`config.mk`:
```
export PLATFORM = sky130hd
export DESIGN_NAME = shm_port_responder
export DESIGN_NICKNAME = d
export VERILOG_FILES = /design/src/rtl/shm_pkg.sv /design/src/rtl/shm_rsp_fifo.sv /design/src/rtl/shm_port_responder.sv
export SDC_FILE = /design/constraint.sdc
export NUM_CORES = 1
export LEC_CHECK = 0
export ABC_CLOCK_PERIOD_IN_PS = 5300
export CORE_UTILIZATION = 47
export DETAILED_ROUTE_END_ITERATION = 7
export PLACE_DENSITY = 0.93
export SLEW_MARGIN = 10
export SYNTH_ARGS = -nofsm -noshare
export SYNTH_HDL_FRONTEND = slang
export SYNTH_SLANG_ARGS = --single-unit
```
`constraint.sdc`:
```
create_clock -name clk -period 5.3 [get_ports clk]
set_input_delay 0.795 -clock clk [delete_from_list [all_inputs] [get_ports clk]]
set_output_delay 0.795 -clock clk [all_outputs]
set_load 0.03 [all_outputs]
```
`src/rtl/shm_pkg.sv`:
```
// rtl/shm_pkg.sv - shared constants, response entry type and credit helper for the shm port responder
package shm_pkg;

  localparam int SHM_ADDR_WIDTH = 10;
  localparam int SHM_DATA_WIDTH = 32;
  localparam int SHM_CNT_WIDTH  = 16;
  localparam int RSP_DEPTH      = 2;
  localparam int RSP_CNT_WIDTH  = $clog2(RSP_DEPTH + 1);

  typedef struct packed {
    logic                      is_write;
    logic [SHM_DATA_WIDTH-1:0] rdata;
  } rsp_entry_t;

  // Buffered plus in-flight responses, less the one leaving this cycle, must leave a free slot.
  function automatic logic credit_ok(input logic [RSP_CNT_WIDTH-1:0] count,
                                     input logic infl_v, input logic pop);
    logic [RSP_CNT_WIDTH:0] occ;
    occ = {1'b0, count} + {{RSP_CNT_WIDTH{1'b0}}, infl_v} - {{RSP_CNT_WIDTH{1'b0}}, pop};
    return occ < (RSP_CNT_WIDTH + 1)'(RSP_DEPTH);
  endfunction

endpackage

```
`src/rtl/shm_rsp_fifo.sv`:
```
// rtl/shm_rsp_fifo.sv - first-word-fall-through response FIFO with occupancy count
module shm_rsp_fifo #(
  parameter int DEPTH = 2,
  parameter int WIDTH = 33
) (
  input  logic                       clk,
  input  logic                       rst_n,
  input  logic                       push,
  input  logic [WIDTH-1:0]           push_data,
  input  logic                       pop,
  output logic [WIDTH-1:0]           head_data,
  output logic [$clog2(DEPTH+1)-1:0] count
);

  localparam int PTR_W = (DEPTH > 1) ? $clog2(DEPTH) : 1;
  localparam int CNT_W = $clog2(DEPTH + 1);

  logic [WIDTH-1:0] mem [DEPTH];
  logic [PTR_W-1:0] wr_ptr;
  logic [PTR_W-1:0] rd_ptr;
  logic             do_pop;

  function automatic logic [PTR_W-1:0] ptr_next(input logic [PTR_W-1:0] p);
    return (p == PTR_W'(DEPTH - 1)) ? '0 : p + PTR_W'(1);
  endfunction

  assign do_pop    = pop && (count != '0);
  assign head_data = mem[rd_ptr];

  always_ff @(posedge clk or negedge rst_n) begin
    if (!rst_n) begin
      wr_ptr <= '0;
      rd_ptr <= '0;
      count  <= '0;
    end else begin
      if (push)   wr_ptr <= ptr_next(wr_ptr);
      if (do_pop) rd_ptr <= ptr_next(rd_ptr);
      case ({push, do_pop})
        2'b10:   count <= count + CNT_W'(1);
        2'b01:   count <= count - CNT_W'(1);
        default: count <= count;
      endcase
    end
  end

  // Storage carries no reset; entries are only visible through count.
  always_ff @(posedge clk) begin
    if (push) mem[wr_ptr] <= push_data;
  end

  // Upstream credit accounting must never let a push land on a full buffer.
  assert property (@(posedge clk) disable iff (!rst_n) !(push && count == CNT_W'(DEPTH)));

endmodule

```
`src/rtl/shm_port_responder.sv`:
```
// rtl/shm_port_responder.sv - serves valid/ready read/write requests on one RAM port with in-order buffered responses
module shm_port_responder
  import shm_pkg::*;
#(
  parameter int ADDR_WIDTH = SHM_ADDR_WIDTH,
  parameter int DATA_WIDTH = SHM_DATA_WIDTH,
  parameter int CNT_WIDTH  = SHM_CNT_WIDTH
) (
  input  logic                  clk,
  input  logic                  rst_n,
  input  logic                  req_valid,
  output logic                  req_ready,
  input  logic                  req_we,
  input  logic [ADDR_WIDTH-1:0] req_addr,
  input  logic [DATA_WIDTH-1:0] req_wdata,
  output logic                  rsp_valid,
  input  logic                  rsp_ready,
  output logic                  rsp_is_write,
  output logic [DATA_WIDTH-1:0] rsp_rdata,
  output logic                  ram_we,
  output logic [ADDR_WIDTH-1:0] ram_addr,
  output logic [DATA_WIDTH-1:0] ram_wdata,
  input  logic [DATA_WIDTH-1:0] ram_rdata,
  output logic [CNT_WIDTH-1:0]  rd_count,
  output logic [CNT_WIDTH-1:0]  wr_count
);

  logic                     acc;
  logic                     pop;
  logic                     infl_v;
  logic                     infl_we;
  logic [RSP_CNT_WIDTH-1:0] rsp_count;
  logic [DATA_WIDTH:0]      push_data;
  logic [DATA_WIDTH:0]      head_data;

  assign rsp_valid = (rsp_count != '0);
  assign pop       = rsp_valid && rsp_ready;
  assign req_ready = rst_n && credit_ok(rsp_count, infl_v, pop);
  assign acc       = req_valid && req_ready;

  assign ram_addr  = req_addr;
  assign ram_wdata = req_wdata;
  assign ram_we    = rst_n && acc && req_we;

  // S1: one-cycle slot covering the RAM's synchronous read latency.
  always_ff @(posedge clk or negedge rst_n) begin
    if (!rst_n) begin
      infl_v  <= 1'b0;
      infl_we <= 1'b0;
    end else begin
      infl_v <= acc;
      if (acc) infl_we <= req_we;
    end
  end

  // S2: capture RAM data (or a write ack) into the response buffer.
  assign push_data = {infl_we, infl_we ? {DATA_WIDTH{1'b0}} : ram_rdata};

  shm_rsp_fifo #(
    .DEPTH (RSP_DEPTH),
    .WIDTH (DATA_WIDTH + 1)
  ) u_rsp_fifo (
    .clk       (clk),
    .rst_n     (rst_n),
    .push      (infl_v),
    .push_data (push_data),
    .pop       (pop),
    .head_data (head_data),
    .count     (rsp_count)
  );

  assign rsp_is_write = rsp_valid && head_data[DATA_WIDTH];
  assign rsp_rdata    = rsp_valid ? head_data[DATA_WIDTH-1:0] : {DATA_WIDTH{1'b0}};

  always_ff @(posedge clk or negedge rst_n) begin
    if (!rst_n) begin
      rd_count <= '0;
      wr_count <= '0;
    end else begin
      if (acc && !req_we) rd_count <= rd_count + CNT_WIDTH'(1);
      if (acc && req_we)  wr_count <= wr_count + CNT_WIDTH'(1);
    end
  end

endmodule

```
Yosys cells after proc, flatten, opt, wreduce, memory -nomap -nowiden
Memory sizes are Yosys's and may differ from the RTL's.
Cells that the tools add are included.
Cells by class
  add/sub/neg operators: 8
  multipliers: 0
  divide/modulo/power cells: 0
  magnitude comparators: 1
  equality and inequality tests: 2
  shift-type cells: 0
  multiplexer cells: 7
  bitwise logic cells: 0
  reductions and logical operators: 12
Operators with widths (count)
  $mux 32: 2
  $add 16x1->16 const B: 2
  $logic_and 1x1->1: 9
  $mux 1: 4
  $pmux 2 s2: 1
  $reduce_bool 2->1: 2
  $add 2x1->3: 1
  $lt 3x2->1 const B: 1
  $sub 3x1->3: 1
  $add 1x1->1 const B: 2
  $add 2x1->2 const B: 1
  $eq 2x1->1 const B: 1
  $eq 2x2->1 const B: 1
  $sub 2x1->2 const B: 1
  $logic_not 1->1: 1
Word-level totals
  bits in registers: 38
  bits in latches: 0
  RAM bits: 66
  ROM bits: 0
  bits of input ports: 79
  output and inout port bits: 110
  memories kept: 1
Memories
  u_rsp_fifo.mem: depth 2, bits a word 33, read ports 1, clocked after memory_dff 0, wr ports 1, line shm_rsp_fifo.sv:18  | logic [WIDTH-1:0] mem [DEPTH];

Depth between registers and ports, before layout
Gate-level depths: netlist (run 1).
  word-level depth: 8
  mapped depth: 11

Modules after synthesis
From an unflattened synthesis (run 1), not the netlist that was laid out.
Second synthesis, totals
  cells, all modules: 373
  area, all modules: 5068.6 µm²
By module, submodules not included
  shm_rsp_fifo: instances 1, cells an instance 118, area each 2715.1 µm²
  shm_port_responder: instances 1, cells an instance 255, area each 2353.5 µm²

Least setup slack after synthesis (run 1)
OpenSTA, ideal clock, no wires.
  path type: reg-to-output
  start point: reg u_rsp_fifo.count[1]
  end point: out ram_we
  arrival time: 2.794 ns
  data required time: 4.505 ns
  slack: 1.711 ns
  stages on the path, launching flop included: 10
  path buffers: 0
  cell sequence: dfrtp_1 -> nor2_1 -> inv_1 -> and2_1 -> ha_1 -> nand2b_1 -> fa_1 -> xnor2_1 -> nand3_1 -> inv_1
Between the ends
  word-level cells in the longest chain between the ends: 8
RTL lines
  from (decl): line shm_rsp_fifo.sv:12  | output logic [$clog2(DEPTH+1)-1:0] count
  from (signal assigned): line shm_rsp_fifo.sv:39  | 2'b10: count <= count + CNT_W'(1);
  from (signal assigned): line shm_rsp_fifo.sv:40  | 2'b01: count <= count - CNT_W'(1);
  from (signal assigned): line shm_rsp_fifo.sv:41  | default: count <= count;
  $reduce_bool 2->1: line shm_port_responder.sv:36  | assign rsp_valid = (rsp_count != '0);
  named net rsp_valid: line shm_port_responder.sv:16  | output logic rsp_valid,
  $logic_and 1x1->1: line shm_port_responder.sv:37  | assign pop = rsp_valid && rsp_ready;
  $sub 3x1->3: line shm_pkg.sv:19  | occ = {1'b0, count} + {{RSP_CNT_WIDTH{1'b0}}, infl_v} - {{RSP_CNT_WIDTH{1'b0}}, pop};
  $lt 3x2->1: line shm_pkg.sv:20  | return occ < (RSP_CNT_WIDTH + 1)'(RSP_DEPTH);
  $logic_and 1x1->1: line shm_port_responder.sv:38  | assign req_ready = rst_n && credit_ok(rsp_count, infl_v, pop);
  $logic_and 1x1->1: line shm_port_responder.sv:39  | assign acc = req_valid && req_ready;
  $logic_and 1x1->1 (2 in series): line shm_port_responder.sv:43  | assign ram_we = rst_n && acc && req_we;
  to (decl): line shm_port_responder.sv:20  | output logic ram_we,
The timed path passes the listed nets, and every way through them passes these cells.

Worst setup path in the final report (run 1)
  start point: in rsp_ready
  end point: out ram_we
Between the ends
  word-level cells in the longest chain between the ends: 7
RTL lines
  from (decl): line shm_port_responder.sv:17  | input logic rsp_ready,
  $logic_and 1x1->1: line shm_port_responder.sv:37
  $sub 3x1->3: line shm_pkg.sv:19
  $lt 3x2->1: line shm_pkg.sv:20
  $logic_and 1x1->1: line shm_port_responder.sv:38
  $logic_and 1x1->1: line shm_port_responder.sv:39
  $logic_and 1x1->1 (2 in series): line shm_port_responder.sv:43
No other way between the ends.

==> results of run 1 <==
[final timing paths]
check,endpoint,slack (ps),from,cells after the start
worst max-delay path,ram_we,840,rsp_ready,9
min in group clk,wr_count[15],500,wr_count[15],1
worst min register to register,wr_count[15],500,wr_count[15],1
worst max register to register,rd_count[8],2170,u_rsp_fifo.count[1],10
worst min-delay path,wr_count[13],480,rst_n,2
max in group asynchronous,u_rsp_fifo.rd_ptr,4450,rst_n,2
[cells by family after synthesis]
| logic type | Yosys count | share of synthesized area [%] |
|---|---|---|
| AO/OA/AOI/OAI | 1 | 0.105 |
| XOR/XNOR | 37 | 7.17 |
| adder cells (fa/ha/maj) | 5 | 1.47 |
| buffers and inverters | 56 | 7.78 |
| flip-flops | 104 | 61.4 |
| multiplexers | 34 | 7.23 |
| AND/OR/NAND/NOR | 126 | 14.9 |
[registers in the layout, indices dropped and copies added, names as in the netlist]
register	flops
u_rsp_fifo.mem	66
rd_count	16
wr_count	16
u_rsp_fifo.count	2
infl_v	1
infl_we	1
u_rsp_fifo.rd_ptr	1
u_rsp_fifo.wr_ptr	1
[report_power, final]
| part | switching [W] | internal, W |
|---|---|---|
| logic | 0.000739 | 0.000527 |
| registers | 0.000149 | 0.00102 |
| clock network | 0.000283 | 0.000181 |
| total | 0.00117 | 0.00173 |
[cell type report]
class                   instances  area [µm²]
fillers                       781        3970
flip-flops and latches        104        2930
repair buffers                107        1060
multi-input cells             203        1490
well taps                     133         166
inverters                       4        15.0
clock inverters                 7        60.1
clock buffers                   9         124
[layout by cell type, fill, tap and decap left out, drive strengths merged, types with 11 or more instances in the layout]
| cell | synthesis | routed |
|---|---|---|
| clkdlybuf4s50 | 0 | 103 |
| dfrtp | 38 | 38 |
| edfxtp | 66 | 66 |
| mux2i | 33 | 33 |
| nand2 | 17 | 17 |
| nand3 | 11 | 11 |
| nor2 | 39 | 39 |
| nor2b | 32 | 32 |
| xnor2 | 28 | 28 |
[per-layer routing]
metal / GRT usage (%) / share of wire (%) / wire length, µm
met1: 19.8 / 40 / 3660
met2: 29.5 / 50 / 4530
met3: 4.61 / 6.8 / 623
met4: 11.2 / 3.7 / 338
met5: 0 / 0 / 0
[per-stage QoR]
step / instance area, µm² / std cells
floorplan: 4780 / 363
global placement: 5660 / 551
detailed placement: 5660 / 551
CTS: 5850 / 567
global route: 5850 / 567
finish: 5850 / 567
[cell usage after synthesis]
cell type  instances  area [µm²]
nor4b_4            1        23.8
and2_1             3        18.8
nand4_1            8        50.1
and4_1             2        17.5
nand3_1           11        55.1
buf_2              3        15.0
dfrtp_1           38         951
mux2_4             1        15.0
ha_1               4        50.1
nand4b_1           1        8.76
xor2_1             8        70.1
xor2_4             1        27.5
mux2i_1           33         330
nand2b_1           1        6.26
fa_1               1        20.0
and3_1             7        43.8
clkbuf_1           7        26.3
nor3_1             1        5.00
nand2_1           17        63.8
edfxtp_1          66        1980
buf_4             42         315
nor2b_1           32         200
inv_1              4        15.0
xnor2_1           28         245
nor2_4             1        11.3
nor4_4             3        63.8
nor2_1            38         143
o21ai_0            1        5.00
==> results.yml, run 1 <==
worst_setup_path:
  crit_path_end_kind: "output port"
  worstPathCellList: "clkdlybuf4s50_1 > and2_1 > ha_1 > nand2b_1 > fa_1 > and3_1 > nand3_1 > inv_1 > clkdlybuf4s50_1"
  cp_slowest_cell: "clkdlybuf4s50_1"
  critPathMaxFanout: 6
  cpLargestDelayFamily: "buffers and inverters"
  cp_common_cell: "clkdlybuf4s50_1"
  path_class: "in -> out"
  worstPathArrival_ps: 3660
  crit_required_ps: 4510
  path_buf_inv: 3
  slowest_delay_ps: 690
  startpoint_type: "input port"
timing:
  rsz0062_at_grt: "false"
  fin_ws_ps: 841
  fin_crit_sh_pct: 84.1
  period_minus_slack_ps: 4460
  setup_viol: 0
  slew_headroom_pct: 31.4
  setup_tns_ps: 0
  timing.fmax_mhz: 224
  fin_skew_ps: 8.34
  tightest_slew_ps: 1030
  hold_violations: 0
  holdWs_ps: 481
  maxSlewViolCount: 0
placement:
  dpl.hpwl_um: 6210
  dpl_worst_slack_ps: 876
  io_buffers: 104
  place.gp.congestion: 0.769
drt:
  vias: 2858
  viasPerCell: 5.04
  antenna_left: 0
  dr.pass1.iters: 4
  drc_errors: 0
  wl_um: 9150
  wire_per_inst_um: 16.1
  drt_iter0_drc: 49
clock_network:
  numCtsBuffers: 9
  clockBufferDepth: 2
  cts_tree: "built"
  cts-root-buf: "clkbuf_8"
  post_cts_resized: 0
  ctsHoldBuffers: 0
  clkLatencyLatePin_ps: 360
  cts_setup_buffers: 0
  htreeDepth: 3
  cts.clk_slew.worst_paths_ps: 110
  cts.sinks: 104
pwr:
  finalPower_w: 0.00290
  p_leak_nw: 2.28
  vdd_ir_drop_max_mv: 0.337
  powerDensity_nw_per_um2: 496
run_status:
  status: "completed"
floorplanning:
  dieArea_um2: 10600
  core-area_um2: 9820
  start_util_pct: 48.7
  dieHeight_um: 103
  rows: 36
  ioPinCount: 189
  die_w_um: 103
logic_synthesis:
  yosysWarnings: 0
  synth_seq_area_share_pct: 61.4
  syn_inst: 363
  yosysUniqueCellTypes: 28
  syn_avg_cell_area_um2: 13.2
  syn_nets: 447
  synth-seq-cells: 104
  mappedNetlistArea_um2: 4780
global_route:
  grt_pass1_wl_um: 13600
  antenna_found_initial: 0
  overflow: 0
  grt_util_all_layers_pct: 17.5
  grt_max_degree: 43
  first_global_vias: 2813
cells_and_area:
  drive_gt1_share_pct: 7.14
  antenna_cells: 0
  final_nets: 513
  fin_util_pct: 59.6
  area_delta_synth_final_pct: 22.4
run:
  cap_violations: 0
hold_path:
  hold_class: "in -> async"
Power figures use the tool's default switching activity.
==> run 2: changes to the inputs <==
--- a/config.mk
+++ b/config.mk
@@ -5,10 +5,10 @@
 export SDC_FILE = /design/constraint.sdc
 export NUM_CORES = 1
 export LEC_CHECK = 0
-export ABC_CLOCK_PERIOD_IN_PS = 5300
-export CORE_UTILIZATION = 47
+export ABC_CLOCK_PERIOD_IN_PS = 3740
+export CORE_UTILIZATION = 40
 export DETAILED_ROUTE_END_ITERATION = 7
-export PLACE_DENSITY = 0.93
+export PLACE_DENSITY = 0.85
 export SLEW_MARGIN = 10
 export SYNTH_ARGS = -nofsm -noshare
 export SYNTH_HDL_FRONTEND = slang
==> constraint.sdc (replaced) <==
create_clock -name clk -period 3.74 [get_ports clk]
set_input_delay 0.561 -clock clk [delete_from_list [all_inputs] [get_ports clk]]
set_output_delay 0.561 -clock clk [all_outputs]
set_load 0.03 [all_outputs]
==> run 2 against run 1 <==
Compared with the run above:
- the flow now finishes with violations (design-rule violations)
- largest cell class unchanged
- final cell count increased by 2.1%
- flip-flop and latch count did not move
- non-clock buffer count grew 2
- clock skew up 1.4 ps
==> results.yml, run 2 (same netlist as run 1, synthesis figures left out) <==
drt:
  wire_per_inst_um: 17.0
  dr.pass1.iters: 6
  vias: 2828
  viasPerCell: 4.88
  drt_iter0_drc: 178
  antenna_left: 0
  wl_um: 9870
  drc_errors: 40
pwr:
  p_clk_share_pct: 19.7
  comb_power_share_pct: 42.8
  switchingPower_w: 0.00167
  switching_share_pct: 38.6
  seqPwrFrac_pct: 37.5
  p_leak_nw: 2.33
  powerDensity_nw_per_um2: 727
  internal_power_w: 0.00266
  vdd_ir_drop_max_mv: 0.394
worst_setup_path:
  slowest_delay_ps: 520
  worstPathArrival_ps: 2880
  crit_path_end_kind: "output port"
  startpoint_type: "flip-flop"
  critPathMaxFanout: 5
  cp_slowest_cell: "dfrtp_1"
  worstPathCellList: "nor2_2 > inv_1 > and2_1 > ha_1 > nand2b_1 > fa_1 > xnor2_1 > nand3_1 > inv_1 > buf_4"
  crit_required_ps: 3180
  path_class: "reg -> out"
  cp_common_cell: "inv_1"
clock_network:
  htreeDepth: 3
  cts_setup_buffers: 0
  cts.clk_slew.worst_paths_ps: 70
  cts.sinks: 104
  ctsHoldBuffers: 0
  clockBufferDepth: 2
  numCtsBuffers: 9
  cts-root-buf: "clkbuf_16"
  post_cts_resized: 0
  cts_tree: "built"
  clkLatencyLatePin_ps: 340
timing:
  rsz0062_at_grt: "false"
  slew_headroom_pct: 33.3
  fin_ws_ps: 296
  setup_viol: 0
  fin_skew_ps: 9.79
  timing.fmax_mhz: 290
  tightest_slew_ps: 998
  fin_crit_sh_pct: 92.1
  maxSlewViolCount: 0
  setup_tns_ps: 0
  hold_violations: 0
  period_minus_slack_ps: 3440
  holdWs_ps: 174
placement:
  dpl.hpwl_um: 6700
  place.gp.congestion: 0.745
  io_buffers: 104
  dpl_worst_slack_ps: 353
  place_inst: 563
floorplanning:
  dieArea_um2: 12400
  core-area_um2: 11500
  dieHeight_um: 111
  die_w_um: 111
  ioPinCount: 189
  rows: 39
  start_util_pct: 41.5
cells_and_area:
  final_cell_mix: "clkdlybuf4s50_1 (101), edfxtp_1 (66), dfrtp_1 (37), nor2_1 (36), mux2i_1 (33)"
  instances_no_fill: 579
  largest_register_ffs: 66
  fin_util_pct: 51.7
  area_delta_synth_final_pct: 24.6
  antenna_cells: 0
  final_nets: 515
  drive_gt1_share_pct: 7.34
  top_regs: "u_rsp_fifo.mem x66, rd_count x16, wr_count x16"
  top_register: "u_rsp_fifo.mem"
  final_common_cell: "clkdlybuf4s50_1"
  fill_cells: 964
global_route:
  antenna_found_initial: 0
  grt_pass1_wl_um: 15900
  overflow: 0
  first_global_vias: 3062
  grt_util_all_layers_pct: 16.7
  grt_max_degree: 34
run:
  cap_violations: 0
hold_path:
  hold_class: "in -> async"
run_status:
  status: "finished with violations"
  violations: "design-rule violations"
-- run 2: changes by cell type in the layout (fill, tap and decap cells not counted), sizes merged --
cell           change
clkdlybuf4s50      -2
buf                +4
clkinv             -1
inv                -3
clkbuf             +4
-- run 2: per-stage QoR --
step           cell area (µm²)  power, W
2_1_floorplan             4780   0.00287
4_1_cts                   5950   0.00439
3_5_place_dp              5690   0.00353
5_1_grt                   5950   0.00455
6_report                  5950   0.00433
3_3_place_gp              5690   0.00348
-- run 2: power by group through the flow --
stage	Combinational, W	Sequential [W]	Clock (W)
2_1_floorplan	0.00125	0.00162	0
3_3_place_gp	0.00184	0.00164	0
3_5_place_dp	0.00187	0.00166	0
4_1_cts	0.00188	0.00163	0.000880
5_1_grt	0.00198	0.00165	0.000918
6_report	0.00185	0.00163	0.000851
-- run 2: area by class of cell --
cell class / count / area (µm²) / share of cell area [%]
sequential: 104 / 2930 / 49.3
multi-input combinational: 203 / 1490 / 24.9
timing repair buffer: 109 / 1080 / 18.2
clock buffer: 13 / 241 / 4.06
tap: 143 / 179 / 3.01
clock inverter: 3 / 17.5 / 0.294
inverter: 4 / 15.0 / 0.252
-- run 2: path summary, 6_finish.rpt --
path	startpoint	end	slack [ps]	depth (start not counted)
setup / recovery	u_rsp_fifo.count[1]	ram_we	300	10
hold / removal	rst_n	wr_count[0]	170	1
setup reg to reg	u_rsp_fifo.count[1]	rd_count[9]	620	10
hold reg to reg	wr_count[15]	wr_count[15]	490	1
max in group asynchronous	rst_n	u_rsp_fifo.rd_ptr	2900	2
min in group clk	wr_count[15]	wr_count[15]	490	1
-- run 2: worst max-delay path, delay by kind of cell (launching register included) --
family	cells	cell delay (ps)
fa+ha+maj	2	760
buf+inv	3	370
simple gates	4	680
flops	1	520
xor+xnor	1	220
-- run 2: per-layer routing --
metal | track usage [%] | share of wire (%) | vias to the layer above
met5 | 0 | 0 | -
li1 | - | - | 1343
met2 | 27.6 | 50 | 97
met1 | 19.6 | 40 | 1360
met4 | 9.37 | 3.3 | 0
met3 | 4.43 | 6.6 | 28
==> run 3: changes to the inputs <==
--- a/config.mk
+++ b/config.mk
@@ -9,7 +9,6 @@
 export CORE_UTILIZATION = 40
 export DETAILED_ROUTE_END_ITERATION = 7
 export PLACE_DENSITY = 0.85
-export SLEW_MARGIN = 10
 export SYNTH_ARGS = -nofsm -noshare
 export SYNTH_HDL_FRONTEND = slang
 export SYNTH_SLANG_ARGS = --single-unit
==> results of run 3 <==
No change in the layout: final DEF, timing and power equal those of run 2.
